`src/rtl/cp0_exc_ctrl.sv`:
```
// CP0 exception/interrupt controller beside the M stage: holds SR, Cause, EPC and PRId,
// raises the single-cycle flush request, and services MTC0/MFC0/ERET.
module cp0_exc_ctrl #(
  parameter logic [31:0] PRID       = 32'h2021_0007,
  parameter logic [31:0] HANDLER_PC = 32'h0000_4180
) (
  input  logic        clk,
  input  logic        reset,
  input  logic [5:0]  hw_int,
  input  logic        m_valid,
  input  logic [31:0] m_pc,
  input  logic        m_bd,
  input  logic [4:0]  m_exc_code,
  input  logic        m_eret,
  input  logic        m_mtc0_we,
  input  logic [4:0]  m_cp0_addr,
  input  logic [31:0] m_wdata,
  output logic        req,
  output logic [31:0] handler_pc,
  output logic [31:0] epc,
  output logic [31:0] rdata
);

  logic [5:0]  srIm_q, srIm_d;
  logic        srExl_q, srExl_d;
  logic        srIe_q, srIe_d;
  logic        causeBd_q, causeBd_d;
  logic [5:0]  causeIp_q, causeIp_d;
  logic [4:0]  causeExc_q, causeExc_d;
  logic [31:0] epc_q, epc_d;

  logic intPend;
  logic excPend;

  assign intPend = (|(hw_int & srIm_q)) & srIe_q & ~srExl_q & m_valid;
  assign excPend = (m_exc_code != 5'd0) & ~srExl_q & m_valid;
  assign req     = intPend | excPend;

  assign handler_pc = HANDLER_PC;
  assign epc        = epc_q;

  // A taken request wins over MTC0/ERET because the instruction is replayed after the handler.
  always_comb begin
    srIm_d     = srIm_q;
    srExl_d    = srExl_q;
    srIe_d     = srIe_q;
    causeBd_d  = causeBd_q;
    causeIp_d  = hw_int;
    causeExc_d = causeExc_q;
    epc_d      = epc_q;
    if (req) begin
      srExl_d    = 1'b1;
      causeExc_d = intPend ? 5'd0 : m_exc_code;
      causeBd_d  = m_bd;
      epc_d      = (m_bd ? (m_pc - 32'd4) : m_pc) & 32'hFFFF_FFFC;
    end else begin
      if (m_mtc0_we) begin
        case (m_cp0_addr)
          5'd12: begin
            srIm_d  = m_wdata[15:10];
            srExl_d = m_wdata[1];
            srIe_d  = m_wdata[0];
          end
          5'd14:   epc_d = m_wdata;
          default: ;
        endcase
      end
      // ERET after an SR write in the same cycle still leaves EXL cleared.
      if (m_eret) srExl_d = 1'b0;
    end
  end

  always_ff @(posedge clk) begin
    if (reset) begin
      srIm_q     <= 6'd0;
      srExl_q    <= 1'b0;
      srIe_q     <= 1'b0;
      causeBd_q  <= 1'b0;
      causeIp_q  <= 6'd0;
      causeExc_q <= 5'd0;
      epc_q      <= 32'd0;
    end else begin
      srIm_q     <= srIm_d;
      srExl_q    <= srExl_d;
      srIe_q     <= srIe_d;
      causeBd_q  <= causeBd_d;
      causeIp_q  <= causeIp_d;
      causeExc_q <= causeExc_d;
      epc_q      <= epc_d;
    end
  end

  always_comb begin
    case (m_cp0_addr)
      5'd12:   rdata = {16'h0000, srIm_q, 8'h00, srExl_q, srIe_q};
      5'd13:   rdata = {causeBd_q, 15'h0000, causeIp_q, 3'b000, causeExc_q, 2'b00};
      5'd14:   rdata = epc_q;
      5'd15:   rdata = PRID;
      default: rdata = 32'h0000_0000;
    endcase
  end

endmodule

```
`config.mk`:
```
export PLATFORM = sky130hd
export DESIGN_NAME = cp0_exc_ctrl
export DESIGN_NICKNAME = d
export VERILOG_FILES = /design/src/rtl/cp0_exc_ctrl.sv
export SDC_FILE = /design/constraint.sdc
export NUM_CORES = 1
export LEC_CHECK = 0
export ABC_AREA = 1
export CAP_MARGIN = 20
export CORE_ASPECT_RATIO = 0.75
export CORE_MARGIN = 2
export CORE_UTILIZATION = 42
export CTS_CLUSTER_SIZE = 30
export DETAILED_ROUTE_END_ITERATION = 10
export PLACE_DENSITY_LB_ADDON = 0.1
export SYNTH_ARGS = -nofsm -noshare
export SYNTH_HDL_FRONTEND = slang
export SYNTH_SLANG_ARGS = --single-unit
```
`constraint.sdc`:
```
create_clock -name clk -period 2.3 [get_ports clk]
set_clock_uncertainty 0.2 [all_clocks]
set_input_delay 0.46 -clock clk [delete_from_list [all_inputs] [get_ports clk]]
set_output_delay 0.46 -clock clk [all_outputs]
set_load 0.05 [all_outputs]
```
Word-level counts from Yosys, hierarchy flattened --
Index checks and enable logic that the tools add are counted.
Cells by class: shifts and indexed selects 0, mux-type cells 10, $lt $le $gt $ge 0, $mul 0, equality and inequality tests 4, reductions and logical operators 11, add/subtract/negate cells 1, divide/modulo/power cells 0, bitwise operators 9
Operators by type and width (number):
- $mux 32 | 4
- $pmux 32 s4 | 1
- $sub 32x3->32 const B | 1
- $eq 5x4->1 const B | 4
- $and 6x6->6 | 1
- $reduce_and 2->1 | 3
- $reduce_bool 3->1 | 2
- $reduce_or 6->1 | 1
- $and 1x1->1 | 5
- $mux 5 | 1
- $reduce_bool 5->1 | 1
- $mux 1 | 4
- $reduce_bool 2->1 | 2
- $reduce_and 3->1 | 1
- $not 1->1 | 2
- $reduce_or 2->1 | 1
- $or 1x1->1 | 1
Word-level totals: output and inout port bits 97, memory bits (read-only) 0, RAM bits 0, register bits 52, latch bits 0, memories 0, word-level logic and storage cells 43, bits of input ports 86

Depth between registers and ports, before layout --
Gate-level depths: netlist of run 1.
word-level depth 8, depth in mapped cells 13, depth with buffers taken out 13

Least setup slack after synthesis of run 1 --
No wires, ideal clock.
path kind input to output, start point input port m_cp0_addr[1], end point output port rdata[0], setup slack -0.240 ns, arrival 1.880 ns, data required time 1.640 ns, stages on the path 4, cells stage by stage inv_1 > nor2_1 > nand3_1 > o21ai_0
On the way: longest elaborated chain between the ends 2, elaborated cells on any way between the ends 5
Ends and longest elaborated chain:
- start, declared | RTL line 16 | input logic [4:0] m_cp0_addr,
- $eq 5x4->1 | RTL line 94 | case (m_cp0_addr)
- $pmux 32 s4 (*) | RTL line 94
- end, declared | RTL line 21 | output logic [31:0] rdata
Every way passes the cells marked *; elsewhere a longest branch is shown, timed or not.

Worst setup path after layout of run 1 --
start point input port m_exc_code[4], end point output port req
On the way: longest elaborated chain between the ends 4
Ends and longest elaborated chain:
- start, declared | RTL line 13 | input logic [4:0] m_exc_code,
- $reduce_bool 5->1 | RTL line 36 | assign excPend = (m_exc_code != 5'd0) & ~srExl_q & m_valid;
- $and 1x1->1 (2 in a row) | RTL line 36
- $or 1x1->1 | RTL line 37 | assign req = intPend | excPend;
- end, declared | RTL line 18 | output logic req,
Every way passes these cells.

==> metrics, run 1 <==
total of endpoints with negative setup slack in the final report=0; largest fanout on the critical path=3; Hold Fails Final Rpt=0; post-DP HPWL=11700 um; buffer cell driving the clock tree root=sky130_fd_sc_hd__clkbuf_16; sum of routed wire segments on met1=6510 um; latest clock arrival within the worst-skew pair=290 ps; sequential element share of the synthesized area=26.9%; antenna violations before repair=0; I/O Pins=183; Nets=944; Critical Path RT=1640 ps; Final Cycle Share=99.0%; floorplan core area=9010 um^2; Inserted Diodes=0; warning count from the yosys run=0; total routed wirelength=14500 um; residual antenna-violating net count after detailed routing=0; height of the die=87.1 um; Routed WL per cell=14.9 um; cell area after technology mapping=3870 um^2; clock transition at the registers of the reported paths=70 ps; count of placed standard cells including taps=958; PnR Total Power=0.00272 W; worst min-delay path category=register to register; count of non-filler cells in the finished layout=970; met2 wire length=6700 um; total via count after detailed routing=4718; area added between synthesis and finish=65.7%; Die X=115 um; outcome=complete, no violations; count of hold-fix buffers inserted at cts=0; setup repair after global routing missed its margin=no; Max clock buf depth=2; Worst Setup End Kind=output port; Final GP Congestion=0.880; detailed-routed wire length on met3=1140 um; slew at the pin closest to its max-slew limit=521 ps; leak pwr=2.91 nW; P per Cell Area=425 nW/um^2; area enclosed by the die boundary=10000 um^2; total overflow reported by the global router=0; first-pass iteration count of the detailed router=5; path type of the worst setup path=input port to output port; Slew Limit Headroom=65.2%; worst path arrival time=1620 ps; clock tree from TritonCTS=built; post-synthesis average cell area=5.95 um^2; number of vias per cell after detailed routing=4.86; maximum number of pins on one net before global-route repair=27; global-route wire length before repair=22200 um; Post-Place Cell Area=6150 um^2; highest attainable clock frequency=0.439 GHz; number of sinks handled by clock tree synthesis=52; detailed-route DRC error count=0; H-tree lvl count=2; number of placement rows=30; maximum capacitance violations=0; min Tclk post-route=2280 ps; count of distinct cell types in the synthesized netlist=36; count of buffers inserted at the top-level ports=148; 1st-iter DRT viols=347; vias in the first global route=4384; Worst setup SP type=input port; GR Util All Layers=28.6%; starting density of the core=42.9%; max-slew violations=0; share of layout cells above drive strength 1=20.0%; final instance area=6400 um^2; maximum vdd drop=0.307 mV; Inserted Clock Buffers=5; top routing layer in use=met4; flip-flop and latch count after synthesis=52; post-synthesis instance total=650; fin util=71.1%
[critical path, cell delays in order]
cell	delay, ps
sky130_fd_sc_hd__clkdlybuf4s50_1	480
sky130_fd_sc_hd__inv_1	60
sky130_fd_sc_hd__nand3_1	120
sky130_fd_sc_hd__nor3_4	60
sky130_fd_sc_hd__a21oi_4	250
sky130_fd_sc_hd__buf_12	170
[sequential cells by signal, indices dropped and copies added, names as in the netlist]
register,count
causeBd_q,1
causeExc_q,5
causeIp_q,6
epc,32
srExl_q,1
srIe_q,1
srIm_q,6
[kinds of logic after synthesis]
group                    Yosys count  synth area share, %
flip-flops                        52                 26.9
AND/OR/NAND/NOR                  355                 39.5
buffers and inverters            143                 17.7
XOR/XNOR                          14                 3.17
AO/OA/AOI/OAI                     83                 12.2
other                              2                0.194
adder cells (fa/ha/maj)            1                0.324
[synthesized netlist by cell type, drive strengths merged]
master | n | area (um^2)
o22ai | 5 | 31.3
xor2 | 13 | 114
dfxtp | 52 | 1040
and3 | 1 | 6.26
xnor2 | 1 | 8.76
buf | 48 | 328
o21ai | 44 | 220
nand3b | 1 | 7.51
a22o | 1 | 8.76
nor2 | 119 | 518
ha | 1 | 12.5
a31oi | 3 | 18.8
conb | 2 | 7.51
a211oi | 1 | 12.5
o32ai | 3 | 26.3
inv | 93 | 349
nand2 | 183 | 722
nor3 | 5 | 35.0
clkbuf | 2 | 7.51
a21oi | 24 | 139
nand4 | 5 | 31.3
and2 | 1 | 6.26
nand3 | 40 | 200
o211ai | 2 | 15.0
[timing repair]
action / CTS / global route
buffers inserted: 1 / 3
endpoints found under the hold margin: 0 / 0
pin swaps: 7 / 8
resized for setup: 29 / 23
setup endpoints to repair: 33 / 16
cloned: 0 / 0
[where the power goes]
part	internal (W)	switching (W)
combinational	0.000367	0.000602
sequential	0.000957	0.0000420
clock	0.000406	0.000349
[through the flow]
step	setup TNS (ps)	hold WS, ps	worst slack (ps)
after floorplan	-1030	241	-160
after global placement	-13510	262	-377
after detailed placement	-16120	263	-372
after CTS	0	278	4.20
after global routing	0	284	1.02
final	0	285	24.0
[final timing paths]
path	from	end	slack (ps)	cells after the start
min reg2reg	causeExc_q[2]	causeExc_q[2]	280	2
max	m_exc_code[4]	req	20	6
max reg2reg	srIm_q[0]	causeExc_q[1]	310	11
min	causeExc_q[2]	causeExc_q[2]	280	2
[cells in the final DEF, fill, tap and decap left out, types with 4 or more instances in the layout]
cell                              count
sky130_fd_sc_hd__a21oi_1             21
sky130_fd_sc_hd__buf_12              34
sky130_fd_sc_hd__buf_4               69
sky130_fd_sc_hd__clkbuf_16            6
sky130_fd_sc_hd__clkbuf_2             4
sky130_fd_sc_hd__clkdlybuf4s50_1    104
sky130_fd_sc_hd__conb_1              32
sky130_fd_sc_hd__dfxtp_1             52
sky130_fd_sc_hd__dlygate4sd2_1        6
sky130_fd_sc_hd__inv_1               83
sky130_fd_sc_hd__inv_2                8
sky130_fd_sc_hd__nand2_1            171
sky130_fd_sc_hd__nand2_2              6
sky130_fd_sc_hd__nand2_4              6
sky130_fd_sc_hd__nand3_1             40
sky130_fd_sc_hd__nand4_1              5
sky130_fd_sc_hd__nor2_1              95
sky130_fd_sc_hd__nor2_2              12
sky130_fd_sc_hd__nor2_4              11
sky130_fd_sc_hd__o21ai_0             24
sky130_fd_sc_hd__o21ai_1             20
sky130_fd_sc_hd__o22ai_1              4
sky130_fd_sc_hd__xor2_1              13
[final cells by class]
type,instances,area (um^2)
fill,777,2600
tap,112,140
sequential,52,1040
multi-input combinational,485,2360
clock buffer,5,125
inverter,93,354
clock inverter,3,23.8
timing repair buffer,220,2360
[layer usage]
| layer | up-vias | global-route usage, % |
|---|---|---|
| met5 | - | 0 |
| met4 | 0 | 4.60 |
| met3 | 14 | 3.97 |
| met2 | 206 | 47.6 |
| met1 | 2130 | 40.3 |
| li1 | 2368 | - |
(Power assumes the default switching activity.)
==> run 2: changes to the inputs <==
RECOVER_POWER = 25   (was default)
==> run 2 against run 1 <==
Net effect:
- via count is 0.70% lower
- setup slack improved by 5.3 ps
- routed wire length up 0.39%
- critical path depth stayed put
- largest power group unchanged
- highest routed layer unchanged
- register-to-register slack worse by 30 ps
- clock-buffer cell count did not move
- combinational power down 0.6%
==> metrics, run 2 (synthesis results as in run 1) <==
Routed WL per cell=15.0 um (+0.39%); antenna violations before repair=0 (unchanged); 1st-iter DRT viols=316 (-8.9%); global-route wire length before repair=22200 um (unchanged); Cell Chain, Critical Path=clkdlybuf4s50_1 > inv_1 > nand3_1 > nor3_4 > a21oi_4 > buf_12; Inserted Diodes=0 (unchanged); Final GP Congestion=0.880 (unchanged); leading cell type in the layout, fill and taps excluded=sky130_fd_sc_hd__nand2_1; worst min-delay path category=register to register; buffer cell driving the clock tree root=sky130_fd_sc_hd__clkbuf_16; Slew Limit Headroom=54.7% (-10 points); slew at the pin closest to its max-slew limit=679 ps (+158 ps); latest clock arrival within the worst-skew pair=290 ps (about the same); Die X=115 um (unchanged); area enclosed by the die boundary=10000 um^2 (unchanged); leak pwr=2.88 nW (-1.0%); final setup TNS=0 ps (unchanged); clock tree from TritonCTS=built; max-slew violations=0 (unchanged); fin util=70.3% (-0.76 points); highest attainable clock frequency=0.440 GHz (+0.23%); height of the die=87.1 um (unchanged); final instance area=6340 um^2 (-1.1%); total of endpoints with negative setup slack in the final report=0 (unchanged); sum of routed wire segments on met1=6650 um (+2.2%); largest fanout on the critical path=3 (unchanged); met2 wire length=6730 um (+0.40%); GR Util All Layers=28.6% (unchanged); floorplan core area=9010 um^2 (unchanged); maximum vdd drop=0.307 mV (-0.18%); setup repair after global routing missed its margin=no; H-tree lvl count=2 (unchanged); count of placed standard cells including taps=958 (unchanged); residual antenna-violating net count after detailed routing=0 (unchanged); Buf+Inv Stages, Crit Path=3 (unchanged); Hold Fails Final Rpt=0 (unchanged); worst path arrival time=1610 ps (about the same); Worst Setup End Kind=output port; Crit path max-delay family=buffers and inverters; starting density of the core=42.9% (unchanged); max FFs per register=32 (unchanged); r2r setup slk=280 ps (-30 ps); total routed wirelength=14500 um (+0.39%); Slowest cell on crit path=sky130_fd_sc_hd__clkdlybuf4s50_1; top routing layer in use=met4; path type of the worst setup path=input port to output port; I/O Pins=183 (unchanged); post-DP HPWL=11700 um (unchanged); number of sinks handled by clock tree synthesis=52 (unchanged); total overflow reported by the global router=0 (unchanged); count of buffers inserted at the top-level ports=148 (unchanged); count of non-filler cells in the finished layout=970 (unchanged); most frequent cells in the layout=sky130_fd_sc_hd__nand2_1, sky130_fd_sc_hd__clkdlybuf4s50_1, sky130_fd_sc_hd__nor2_1, sky130_fd_sc_hd__inv_1, sky130_fd_sc_hd__buf_4; Final Cycle Share=98.7% (-0.23 points); P per Cell Area=429 nW/um^2 (+0.84%); Worst setup SP type=input port; vias in the first global route=4384 (unchanged); Nets=944 (unchanged); count of hold-fix buffers inserted at cts=0 (unchanged); first-pass iteration count of the detailed router=5 (unchanged); Post-Place Cell Area=6150 um^2 (unchanged); clock transition at the registers of the reported paths=70 ps (about the same); total via count after detailed routing=4685 (-0.70%); maximum number of pins on one net before global-route repair=27 (unchanged); Largest stage delay, worst path=480 ps (about the same); area added between synthesis and finish=63.9%; detailed-routed wire length on met3=1030 um (-9.8%); min Tclk post-route=2270 ps (-5.29 ps); detailed-route DRC error count=0 (unchanged); number of placement rows=30 (unchanged); number of vias per cell after detailed routing=4.83 (-0.70%); outcome=complete, no violations; Inserted Clock Buffers=5 (unchanged); Critical Path RT=1640 ps (about the same); share of layout cells above drive strength 1=19.5% (-0.58 points); maximum capacitance violations=0 (unchanged); Max clock buf depth=2 (unchanged)
==> run 2: cell types whose count changed in the layout (fill, tap and decap cells not counted), sizes merged <==
cell / previous run / this run
clkdlybuf4s50: 104 / 101
dlygate4sd3: 0 / 3
clkbuf: 10 / 15
buf: 104 / 99
==> run 2: metrics by stage <==
step | setup WS [ps] | power [W] | hold slack (ps)
after floorplan | -160 | 0.00158 | 241
after global placement | -377 | 0.00196 | 262
after detailed placement | -372 | 0.00197 | 263
after CTS | 4.20 | 0.00271 | 278
after global routing | 1.02 | 0.00282 | 284
final | 29.3 | 0.00272 | 285
==> run 2: layer usage <==
layer | vias up | track usage (%)
li1 | 2371 | -
met1 | 2096 | 40.3
met2 | 204 | 47.6
met3 | 14 | 3.97
met4 | 0 | 4.60
met5 | - | 0
==> run 2: layout make-up <==
cell class | instances | area (um^2)
well taps | 112 | 140
repair buffers | 220 | 2310
flip-flops and latches | 52 | 1040
multi-input cells | 485 | 2340
clock inverters | 3 | 23.8
fillers | 792 | 2670
inverters | 93 | 354
clock buffers | 5 | 125
==> run 2: report_power, final <==
part	internal [W]	switching, W
Clock	0.000406	0.000349
Sequential	0.000957	0.0000418
Combinational	0.000362	0.000601
Total	0.00172	0.000991
==> run 2: repair_timing <==
item                       in CTS  in global routing
pin swaps                       7                  8
setup endpoints to repair      33                 16
setup buffers                   1                  3
hold endpoints to repair        0                  0
resized for setup              29                 23
==> run 2: path summary, 6_finish.rpt <==
path                 start            end  cells past startpoint
max reg2reg      srIm_q[5]         epc[3]                     13
min reg2reg  causeExc_q[0]  causeExc_q[0]                      2
max          m_exc_code[4]            req                      6
min          causeExc_q[0]  causeExc_q[0]                      2
==> run 2: worst reg2reg max path: cells and delay by family (launching register included) <==
kind | cells | cell delay (ps)
and+or+nand+nor | 9 | 830
buffers and inverters | 3 | 480
DFF | 1 | 330
AOI/OAI and AO/OA | 1 | 100
==> run 3: changes to the inputs <==
CORE_UTILIZATION = 43   (was 42)
CTS_BUF_LIST = sky130_fd_sc_hd__clkbuf_8   (was default)
==> run 3 against run 2 <==
Net effect:
- the flow now finishes with violations (setup timing)
- critical path depth rose by 1
- routed wire length about the same
- register-to-register slack got worse by 120 ps
- clock power decreased by 11%
- critical endpoint is now rdata[11]
==> metrics, run 3 (synthesis results as in run 1) <==
Max clock buf depth=2 (unchanged); Inserted Clock Buffers=5 (unchanged); path type of the worst setup path=input port to output port; total of endpoints with negative setup slack in the final report=1 (+1); number of placement rows=29 (-3.3%); maximum capacitance violations=0 (unchanged); total overflow reported by the global router=0 (unchanged); count of buffers inserted at the top-level ports=148 (unchanged); violated checks=setup timing; maximum number of pins on one net before global-route repair=27 (unchanged); GR Util All Layers=29.2% (+0.65 points); leading cell type in the layout, fill and taps excluded=sky130_fd_sc_hd__nand2_1; clock transition at the registers of the reported paths=100 ps (+30 ps); Nets=964 (+2.1%); Worst setup SP type=input port; Hold Path End=epc[0]; Psw=0.000984 W (-0.80%); filler instances=698 (-12%); number of vias per cell after detailed routing=4.98 (+3.0%); largest fanout on the critical path=4 (+1); post-DP HPWL=11800 um (+0.68%); hold-critical path depth=2 (unchanged); highest attainable clock frequency=0.433 GHz (-1.6%); global-route wire length before repair=22700 um (+2.3%); Final GP Congestion=0.884 (+0.49%); detailed-route DRC error count=0 (unchanged); floorplan core area=8600 um^2 (-4.5%); most frequent cells in the layout=sky130_fd_sc_hd__nand2_1, sky130_fd_sc_hd__clkdlybuf4s50_1, sky130_fd_sc_hd__nor2_1, sky130_fd_sc_hd__buf_4, sky130_fd_sc_hd__inv_1; share of total power in the clock network=25.3% (-2.5 points); I/O Pins=183 (unchanged); maximum vdd drop=0.322 mV (+4.9%); 1st-iter DRT viols=352 (+11%); internal power=0.00166 W (-3.5%); portion of total power attributed to sequential cells=37.7% (+0.9 points); origin of the worst min-delay path=epc[0]; r2r setup slk=160 ps (-120 ps); count of hold-fix buffers inserted at cts=0 (unchanged); Hold Fails Final Rpt=0 (unchanged); combinational power share=37.1% (+1.7 points); area added between synthesis and finish=67.2%; FF-to-FF Start=srIm_q[1]; total routed wirelength=14500 um (about the same); H-tree lvl count=2 (unchanged); number of cells on the worst reg-to-reg path=13 (unchanged); Routed WL per cell=14.7 um (-1.7%); buffer cell driving the clock tree root=sky130_fd_sc_hd__clkbuf_8; share of layout cells above drive strength 1=21.2% (+1.7 points); least setup slack across all paths after layout=-7.52 ps (-36.9 ps); min Tclk post-route=2310 ps (+36.9 ps); number of sinks handled by clock tree synthesis=52 (unchanged); final setup TNS=-7.52 ps (-7.52 ps); leak pwr=3.01 nW (+4.3%); endpoint of the lowest-slack register-to-register path=epc[18]; P per Cell Area=410 nW/um^2 (-4.4%); setup repair after global routing missed its margin=yes; slew at the pin closest to its max-slew limit=677 ps (-2.06 ps); PnR Total Power=0.00265 W (-2.5%); total via count after detailed routing=4906 (+4.7%); Inserted Diodes=0 (unchanged); switching part of the total power=37.1% (+0.64 points); area enclosed by the die boundary=9770 um^2 (-2.2%); max-slew violations=0 (unchanged); worst min-delay path category=register to register; first-pass iteration count of the detailed router=5 (unchanged); outcome=finished, violations left; Worst Setup End Kind=output port; latest clock arrival within the worst-skew pair=310 ps (+20 ps); tightest hold margin=289 ps (+4.42 ps); height of the die=86.1 um (-1.1%); max FFs per register=32 (unchanged); Critical Path RT=1640 ps (about the same); worst path arrival time=1650 ps (+40 ps); Die X=113 um (-1.1%); Slew Limit Headroom=54.9% (+0.14 points); residual antenna-violating net count after detailed routing=0 (unchanged); antenna violations before repair=0 (unchanged); starting density of the core=45.0% (+2.0 points); Final Cycle Share=100% (+1.6 points); vias in the first global route=4651 (+6.1%); clock tree from TritonCTS=built
## run 3: how the worst max path moves through the flow
stage	end	depth (start not counted)	slack, ps	from
2_1_floorplan	rdata[3]	3	-160	m_cp0_addr[1]
3_3_place_gp	rdata[11]	8	-330	m_cp0_addr[0]
3_5_place_dp	rdata[15]	8	-390	m_cp0_addr[0]
4_1_cts	rdata[11]	7	-5	m_cp0_addr[3]
5_1_grt	rdata[11]	7	-50	m_cp0_addr[3]
6_report	rdata[11]	7	-8	m_cp0_addr[3]
## run 3: layer usage
metal	up-vias	wire, um	track usage (%)
met5	-	0	0
met4	0	204	5.99
met3	21	1230	4.95
met2	259	6790	50.1
met1	2221	6280	39.0
li1	2405	-	-
## run 3: power by group through the flow
| stage | Combinational, W | Sequential [W] | Clock (W) |
|---|---|---|---|
| floorplan | 0.000432 | 0.00115 | 0 |
| global route | 0.00105 | 0.00100 | 0.000702 |
| global placement | 0.000962 | 0.00101 | 0 |
| detailed placement | 0.000972 | 0.00102 | 0 |
| finish | 0.000982 | 0.000997 | 0.000669 |
| CTS | 0.000978 | 0.000996 | 0.000676 |
## run 3: worst max-delay path: stages
cell and delay, ps:
sky130_fd_sc_hd__dlygate4sd2_1 240, sky130_fd_sc_hd__nand2_2 80, sky130_fd_sc_hd__nor2_2 110, sky130_fd_sc_hd__nand2_2 100, sky130_fd_sc_hd__buf_6 150, sky130_fd_sc_hd__o211ai_1 280
sky130_fd_sc_hd__clkbuf_16 230
## run 3: area by class of cell
type	instances	area (um^2)	share of cell area [%]
clock buffers	5	68.8	1.06
inverters	93	352	5.44
repair buffers	240	2500	38.7
well taps	108	135	2.09
multi-input cells	485	2320	35.9
flip-flops and latches	52	1040	16.1
clock inverters	3	46.3	0.716
## run 3: stage by stage
| stage | worst slack (ps) | util (%) | instances | cell area (um^2) |
|---|---|---|---|---|
| CTS | -5.40 | 75.0 | 986 | 6450 |
| global placement | -333 | 72.7 | 970 | 6250 |
| finish | -7.52 | 75.2 | 986 | 6460 |
| detailed placement | -388 | 72.7 | 970 | 6250 |
| floorplan | -160 | - | 680 | 4000 |
| global route | -50.7 | 75.2 | 986 | 6460 |
## run 3: repair_timing
action / in CTS / in global routing
pin swaps: 7 / 2
buffers inserted: 8 / 0
resized for setup: 23 / 10
endpoints found under the hold margin: 0 / 0
endpoints found under the setup margin: 33 / 22
